`config.mk`:
```
export PLATFORM = sky130hd
export DESIGN_NAME = ram_result_reader_flat
export DESIGN_NICKNAME = d
export VERILOG_FILES = /design/src/rtl/ram_result_reader_if.sv /design/src/rtl/ram_result_reader.sv /design/src/flat_wrapper.sv
export SDC_FILE = /design/constraint.sdc
export NUM_CORES = 1
export LEC_CHECK = 0
export ABC_AREA = 0
export CORE_MARGIN = 4
export CORE_UTILIZATION = 42
export CTS_BUF_LIST = sky130_fd_sc_hd__clkbuf_8 sky130_fd_sc_hd__clkbuf_16
export DETAILED_ROUTE_END_ITERATION = 8
export GPL_ROUTABILITY_DRIVEN = 0
export GPL_TIMING_DRIVEN = 1
export PLACE_DENSITY = 0.75
export SLEW_MARGIN = 10
export SYNTH_ARGS = -nofsm -noshare
export SYNTH_HDL_FRONTEND = slang
export SYNTH_SLANG_ARGS = --single-unit
```
`constraint.sdc`:
```
create_clock -name clk -period 1.6 [get_ports clk]
set_input_delay 0.4 -clock clk [delete_from_list [all_inputs] [get_ports clk]]
set_output_delay 0.4 -clock clk [all_outputs]
set_load 0.01 [all_outputs]
```
`src/rtl/ram_result_reader_if.sv`:
```
// Signal bundle between ram_result_reader and its surroundings: start/config,
// the shared RAM read port, and the valid/ready output stream.
// Optional macro RESULT_CHECKSUM_EN adds the csum/csum_valid signals.
interface ram_result_reader_if #(
   parameter int AW = 3,
   parameter int DW = 8
);
   logic          start;
   logic [AW-1:0] base_addr;
   logic [AW:0]   count;
   logic [AW-1:0] ram_addr;
   logic [DW-1:0] ram_rd_data;
   logic          busy;
   logic          done;
   logic [DW-1:0] out_data;
   logic [AW-1:0] out_addr;
   logic          out_valid;
   logic          out_ready;
`ifdef RESULT_CHECKSUM_EN
   logic [DW+AW-1:0] csum;
   logic             csum_valid;
`endif

   // Controller / RAM / downstream side
   modport master (
      output start, base_addr, count, ram_rd_data, out_ready,
      input  ram_addr, busy, done, out_data, out_addr, out_valid
`ifdef RESULT_CHECKSUM_EN
      , csum, csum_valid
`endif
   );

   // Reader side
   modport slave (
      input  start, base_addr, count, ram_rd_data, out_ready,
      output ram_addr, busy, done, out_data, out_addr, out_valid
`ifdef RESULT_CHECKSUM_EN
      , csum, csum_valid
`endif
   );
endinterface

```
`src/rtl/ram_result_reader.sv`:
```
// ram_result_reader: walks a window of result-RAM addresses (wrapping modulo
// 2**AW) and streams each word out over valid/ready, one word at a time.
// Optional macro RESULT_CHECKSUM_EN adds an unsigned sum of all handshaked
// words (csum) that is presented with csum_valid alongside done.
module ram_result_reader #(
   parameter int AW     = 3,
   parameter int DW     = 8,
   parameter int RD_LAT = 1   // RAM read latency, 1 or 2
) (
   input  logic               clk,
   input  logic               reset_n,
   ram_result_reader_if.slave bus
);

   typedef enum logic [2:0] {
      S_IDLE,
      S_ISSUE,
      S_WAIT,
      S_HOLD,
      S_DONE
   } state_t;

   localparam logic [AW:0] MAX_COUNT = {1'b1, {AW{1'b0}}};
   // Wait counter start: number of extra WAIT cycles beyond the first.
   localparam logic        WAIT_INIT = (RD_LAT == 2) ? 1'b1 : 1'b0;

   state_t        state_q,     state_d;
   logic [AW-1:0] cur_q,       cur_d;
   logic [AW:0]   left_q,      left_d;
   logic          wait_q,      wait_d;
   logic [AW-1:0] ram_addr_q,  ram_addr_d;
   logic [DW-1:0] out_data_q,  out_data_d;
   logic [AW-1:0] out_addr_q,  out_addr_d;
   logic          out_valid_q, out_valid_d;
`ifdef RESULT_CHECKSUM_EN
   logic [DW+AW-1:0] csum_q, csum_d;
`endif

   // State and datapath registers.
   always_ff @(posedge clk or negedge reset_n) begin
      if (!reset_n) begin
         state_q     <= S_IDLE;
         cur_q       <= '0;
         left_q      <= '0;
         wait_q      <= 1'b0;
         ram_addr_q  <= '0;
         out_data_q  <= '0;
         out_addr_q  <= '0;
         out_valid_q <= 1'b0;
`ifdef RESULT_CHECKSUM_EN
         csum_q      <= '0;
`endif
      end else begin
         // NOTE: non-blocking (<=) so every register samples pre-edge values.
         state_q     <= state_d;
         cur_q       <= cur_d;
         left_q      <= left_d;
         wait_q      <= wait_d;
         ram_addr_q  <= ram_addr_d;
         out_data_q  <= out_data_d;
         out_addr_q  <= out_addr_d;
         out_valid_q <= out_valid_d;
`ifdef RESULT_CHECKSUM_EN
         csum_q      <= csum_d;
`endif
      end
   end

   // Next-state and datapath update for the read walk.
   always_comb begin
      // NOTE: every _d gets its hold value first so no path infers a latch.
      state_d     = state_q;
      cur_d       = cur_q;
      left_d      = left_q;
      wait_d      = wait_q;
      ram_addr_d  = ram_addr_q;
      out_data_d  = out_data_q;
      out_addr_d  = out_addr_q;
      out_valid_d = out_valid_q;
`ifdef RESULT_CHECKSUM_EN
      csum_d      = csum_q;
`endif

      unique case (state_q)
         S_IDLE: begin
            if (bus.start) begin
               cur_d  = bus.base_addr;
               left_d = (bus.count > MAX_COUNT) ? MAX_COUNT : bus.count;
`ifdef RESULT_CHECKSUM_EN
               csum_d = '0;
`endif
               if (bus.count == '0) begin
                  state_d = S_DONE;
               end else begin
                  // Address is registered on entry so it is driven throughout ISSUE.
                  ram_addr_d = bus.base_addr;
                  state_d    = S_ISSUE;
               end
            end
         end

         S_ISSUE: begin
            wait_d  = WAIT_INIT;
            state_d = S_WAIT;
         end

         S_WAIT: begin
            if (wait_q == 1'b0) begin
               out_data_d  = bus.ram_rd_data;
               out_addr_d  = cur_q;
               out_valid_d = 1'b1;
               state_d     = S_HOLD;
            end else begin
               wait_d = wait_q - 1'b1;
            end
         end

         S_HOLD: begin
            if (bus.out_ready) begin
               out_valid_d = 1'b0;
               left_d      = left_q - 1'b1;
               cur_d       = cur_q + 1'b1;
`ifdef RESULT_CHECKSUM_EN
               csum_d      = csum_q + {{AW{1'b0}}, out_data_q};
`endif
               if (left_q == {{AW{1'b0}}, 1'b1}) begin
                  // Last word: ram_addr keeps its value through DONE.
                  state_d = S_DONE;
               end else begin
                  ram_addr_d = cur_q + 1'b1;
                  state_d    = S_ISSUE;
               end
            end
         end

         S_DONE: begin
            state_d = S_IDLE;
         end

         default: begin
            state_d = S_IDLE;
         end
      endcase
   end

   assign bus.ram_addr  = ram_addr_q;
   assign bus.out_data  = out_data_q;
   assign bus.out_addr  = out_addr_q;
   assign bus.out_valid = out_valid_q;
   assign bus.busy      = (state_q != S_IDLE);
   assign bus.done      = (state_q == S_DONE);
`ifdef RESULT_CHECKSUM_EN
   assign bus.csum       = csum_q;
   assign bus.csum_valid = (state_q == S_DONE);
`endif

endmodule

```
`src/flat_wrapper.sv`:
```
// flat-port wrapper written by rule: the top's interface ports become plain ports
module ram_result_reader_flat 
#(
   parameter int AW     = 3,
   parameter int DW     = 8,
   parameter int RD_LAT = 1                              
)
  (clk, reset_n, bus_start, bus_base_addr, bus_count, bus_ram_rd_data, bus_out_ready, bus_ram_addr, bus_busy, bus_done, bus_out_data, bus_out_addr, bus_out_valid);
  ram_result_reader_if #(.AW(AW), .DW(DW)) bus_i ();
  input  logic clk;
  input  logic reset_n;
  input wire logic [$bits(bus_i.start)-1:0] bus_start;
  input wire logic [$bits(bus_i.base_addr)-1:0] bus_base_addr;
  input wire logic [$bits(bus_i.count)-1:0] bus_count;
  input wire logic [$bits(bus_i.ram_rd_data)-1:0] bus_ram_rd_data;
  input wire logic [$bits(bus_i.out_ready)-1:0] bus_out_ready;
  output wire logic [$bits(bus_i.ram_addr)-1:0] bus_ram_addr;
  output wire logic [$bits(bus_i.busy)-1:0] bus_busy;
  output wire logic [$bits(bus_i.done)-1:0] bus_done;
  output wire logic [$bits(bus_i.out_data)-1:0] bus_out_data;
  output wire logic [$bits(bus_i.out_addr)-1:0] bus_out_addr;
  output wire logic [$bits(bus_i.out_valid)-1:0] bus_out_valid;
  assign bus_i.start = bus_start;
  assign bus_i.base_addr = bus_base_addr;
  assign bus_i.count = bus_count;
  assign bus_i.ram_rd_data = bus_ram_rd_data;
  assign bus_i.out_ready = bus_out_ready;
  assign bus_ram_addr = bus_i.ram_addr;
  assign bus_busy = bus_i.busy;
  assign bus_done = bus_i.done;
  assign bus_out_data = bus_i.out_data;
  assign bus_out_addr = bus_i.out_addr;
  assign bus_out_valid = bus_i.out_valid;
  ram_result_reader #(.AW(AW), .DW(DW), .RD_LAT(RD_LAT)) u_core (.clk(clk), .reset_n(reset_n), .bus(bus_i));
endmodule
```
# == Yosys cells after proc, flatten, opt, wreduce, memory -nomap -nowiden ==
# Index checks and enable logic that the tools add are counted.
# word_totals
output_inout_bits,17
word_cells,57
input_bits,19
ff_bits,26
# op_classes
magnitude_cmp,1
n_reduce_logical,11
eq_ne,10
bitwise,1
n_addsub,3
muxes,23
# ops
op,n
two-way mux 3 bit,11
two-way mux 4 bit,3
one-hot mux 3 bit (2 select lines),2
one-hot mux 3 bit (4 select lines),1
"!= test 2 bit, second input constant",5
AND reduction 3 bit,3
one-hot mux 4 bit (2 select lines),1
"equality test 3 x 2 -> 1 bit, second input constant",2
nonzero test 2 bit,3
AND reduction 5 bit,1
"equality test 4 x 1 -> 1 bit, second input constant",1
"> comparator 4 bit, second input constant",1
zero test 4 bit,1
one-hot mux 1 bit (2 select lines),2
"subtractor 4 x 1 -> 4 bit, second input constant",1
"adder 3 x 1 -> 3 bit, second input constant",1
"equality test 3 x 1 -> 1 bit, second input constant",1
"equality test 3 bit, second input constant",1
zero test 3 bit,1
two-way mux 1 bit,3
nonzero test 3 bit,1
AND reduction 2 bit,1
inverter 1 bit,1
"subtractor 1 bit, second input constant",1

# == Longest topological paths before layout ==
# depth
word_depth,4
depth_mapped,6

# == Worst setup path before layout ==
# No wires, ideal clock.
# synth_timing
path_kind,register -> register
startpoint,reg u_core.state_q[1]
endpoint,reg u_core.cur_q[0]
t_required_ns,1.475
stages_incl_launch_ff,6
slack_ns,-0.047
arrival_time_ns,1.522
setup_ns,0.125
period_less_slack_ns,1.647
cell_sequence,dfrtp_1 -> buf_6 -> or3b_4 -> a21oi_4 -> buf_6 -> mux2_2
# synth_via
elab_chain_cells,3
# synth_lines
item,line,source
from (decl),ram_result_reader.sv:27,"state_t state_q, state_d;"
from (signal assigned),ram_result_reader.sv:55,state_q <= state_d;
equality test 3 x 2 -> 1 bit / zero test 3 bit (equally long branches),ram_result_reader.sv:84,unique case (state_q)
!= test 2 bit (no line) / nonzero test 2 bit (equally long branches),--,
AND reduction 3 bit (no line),--,
to (signal assigned),ram_result_reader.sv:56,cur_q <= cur_d;
to (decl),ram_result_reader.sv:28,"logic [AW-1:0] cur_q, cur_d;"
# Parallel ways exist; a longest one is shown, timed or not.
# A chain may end at the register's enable or synchronous reset.

# == Final worst setup path ==
# layout_timing
startpoint,reg u_core.state_q[1]
endpoint,reg u_core.cur_q[1]
# Same word-level chain as after synthesis.

==> impl_metrics.ini <==
[route]
drt.antenna.violating_nets = 0
number_of_remaining_drc_errors = 0
num_vias = 984
first_pass_iters = 4
avgRoutedWirePerCell_um = 16.0
routed_wl_um = 3040
drt_first_iter_violations = 36
route.detailed.vias_per_inst = 5.18

[final_layout]
final_net_count = 182
final_cells = 190
layout_cell_share_with_drive_strength_beyond_1_pct = 37.7
area_growth_syn_to_layout_pct = 55.2
fillcell_total = 211
final_core_utilization_pct = 68.6
n_antenna_cell = 0
fin_area_sq_um = 1890

[worst_setup_path]
critPathKind = reg -> reg
critPathRequiredTime_ns = 1.76
start_kind = flop
path_max_fanout = 4
most_frequent_cell_on_the_critical_path = buf_6
worst_setup_path_end_kind = flop
worst-endpoint-arrival_ns = 1.86
worstRegToRegCells = 5
cp_cell_instances = buf_6 > or3b_4 > a21oi_4 > buf_6 > mux2_4
critical_path.max_stage_delay_ns = 0.40
crit_slowest_cell = dfrtp_1
reg2reg_setup_slack_ns = -0.10

[synth]
synth_area_per_cell_sq_um = 12.0
synthesis.area_sq_um = 1220
synth_most_common_cell = dfrtp_1
synth.top_cells.by_area = dfrtp_1 (51%), mux2_2 (17%), buf_6 (3.7%)
postSynthCellCount = 102
yosys-top-cells-count = dfrtp_1 (25), mux2_2 (18), nor2_1 (8)
synth.ff_latch_count = 25
synth_ff_type = dfrtp_1
postSynthNetCount = 124
edff_count_synth = 0
netlist.top_cell.by_area = dfrtp_1
synth-seq-area-share_pct = 51.3
synth_cell_types = 33
asyncSetResetFlopFracSynth_pct = 100
yosysWarnings = 0
synth_top_area_share_pct = 51.3

[timing]
final_min_period_over_clock_period_pct = 106
hold_violations = 0
final.setup_skew_ns = 0.00642
finalCriticalPeriod_ns = 1.70
timing.final.max_slew_violations = 0
maxClockFrequency_mhz = 588
setup_ws_ns = -0.101
rsz_0062_raised_after_global_routing = yes
relSlewSlack_pct = 77.5
tightest_slew_ns = 0.334
timing.final.setup_violations = 9

[worst_hold_path]
hold_class = in -> async

[clocking]
cts-root-to-sink-buffers = 2
clock-sinks = 25
worst_setup_hold_path_clk_slew_ns = 0.09
insertion_delay_ns = 0.28
htree_num_levels = 1
cts_buffers = 3
cts_tree = done
cts_root_buf = clkbuf_8

[power]
power.total_w = 0.00385
max-vdd-ir-drop_mv = 1.44
powerDensity_nw_per_um2 = 2030
static-leakage-power_nw = 0.959

[global_routing]
via_count_of_the_first_global_routing_pass = 998
grt_max_degree = 26
grt_first_pass_wirelength_um = 4390
initial_antenna_violation_count = 0
grt_use_total_pct = 15.5
globalRoute.totalOverflow = 0

[floorplanning]
initial_core_util_pct = 44.2
top_level_ports = 36
coreArea_sq_um = 2760
fp.dieH_um = 61.9
rows = 19
die_w_um = 61.9
die_area_sq_um = 3830

[placed_design]
post-dp-hpwl_um = 2010
place.port_buffers = 35
place_worst_setup_slack_ns = -0.496
placedInstanceArea_sq_um = 1680
dp.cells = 179

[outcome]
violations = negative setup slack
outcome = finished, violations left

[job]
max_capacitance_violation_count = 0
-- timing repair --
item                       4_1_cts  5_1_grt
hold buffers                     0        0
cloned                           0        1
setup buffers                    5        2
resized for setup               25       23
pin swaps                        5        5
setup endpoints to repair       12       37
-- kinds of logic (layout without fill, tap and decap cells) --
family	Yosys count	after routing	synth area share [%]
xor+xnor	1	1	0.718
mux	18	18	16.6
compound gates	20	20	11.5
flops	25	25	51.3
simple gates	25	25	11.2
buf+inv	10	67	5.64
fa+ha+maj	3	3	3.08
-- layer usage --
layer | part of all wire, % | up-vias | track usage, % | wire (um)
li1 | - | 475 | - | -
met1 | 42 | 487 | 19.8 | 1280
met2 | 53 | 16 | 26.2 | 1600
met3 | 3.5 | 6 | 3.10 | 105
met4 | 1.5 | 0 | 5.45 | 47
met5 | 0 | - | 0 | 0
-- cells in the final DEF (no fill, tap or decap), types with 2 or more instances in the layout --
cell	synthesis	layout
a21oi_1	4	3
a31oi_1	4	4
buf_2	1	2
buf_4	0	17
buf_6	4	6
clkbuf_8	0	3
clkdlybuf4s50_1	0	18
dfrtp_1	25	24
dlymetal6s2s_1	0	14
ha_1	3	3
inv_1	5	5
mux2_2	18	11
mux2_4	0	7
nand2_1	3	3
nand3_1	2	2
nor2_1	8	6
o21ai_0	2	2
o22ai_1	2	2
-- cell type report --
| class | instances | area, sq um | area share, % |
|---|---|---|---|
| clock buffers | 3 | 41.3 | 2.18 |
| clock inverters | 1 | 7.51 | 0.397 |
| inverters | 5 | 18.8 | 0.991 |
| multi-input cells | 67 | 591 | 31.2 |
| flip-flops and latches | 25 | 627 | 33.1 |
| well taps | 31 | 38.8 | 2.05 |
| repair buffers | 58 | 569 | 30.1 |
-- metrics by stage --
stage               hold slack [ns]  setup TNS [ns]
CTS                           0.482          -0.864
detailed placement            0.469           -4.63
global route                  0.509           -1.61
floorplan                     0.104         -0.0435
finish                        0.482          -0.622
global placement              0.463           -4.44
-- flip-flops by register name, summed over array words and instances, names as in the netlist --
name and flops:
u_core.bus.out_data 8, u_core.bus.ram_addr 3, u_core.bus.out_addr 3, u_core.bus.out_valid 1, u_core.state_q 3, u_core.cur_q 3, u_core.left_q 4
-- where the power goes --
group	total [W]	internal, W	switching (W)
sequential	0.00119	0.000960	0.000231
combinational	0.00227	0.00132	0.000944
clock	0.000392	0.000177	0.000215
-- critical path, delay by kind of cell, from the launching register on --
| kind | cells | cell delay [ns] |
|---|---|---|
| DFF | 1 | 0.40 |
| and+or+nand+nor | 1 | 0.39 |
| buffers and inverters | 2 | 0.29 |
| muxes | 1 | 0.29 |
| AOI/OAI and AO/OA | 1 | 0.21 |
-- path summary, 6_finish.rpt --
path                                         from                     end
min in group clk           u_core.bus.out_data[4]  u_core.bus.out_data[4]
max reg2reg                     u_core.state_q[1]         u_core.cur_q[1]
max                             u_core.state_q[1]         u_core.cur_q[1]
min reg2reg                u_core.bus.out_data[4]  u_core.bus.out_data[4]
min                                       reset_n  u_core.bus.out_data[3]
max in group asynchronous                 reset_n       u_core.state_q[0]
Power figures use the tool's default switching activity.
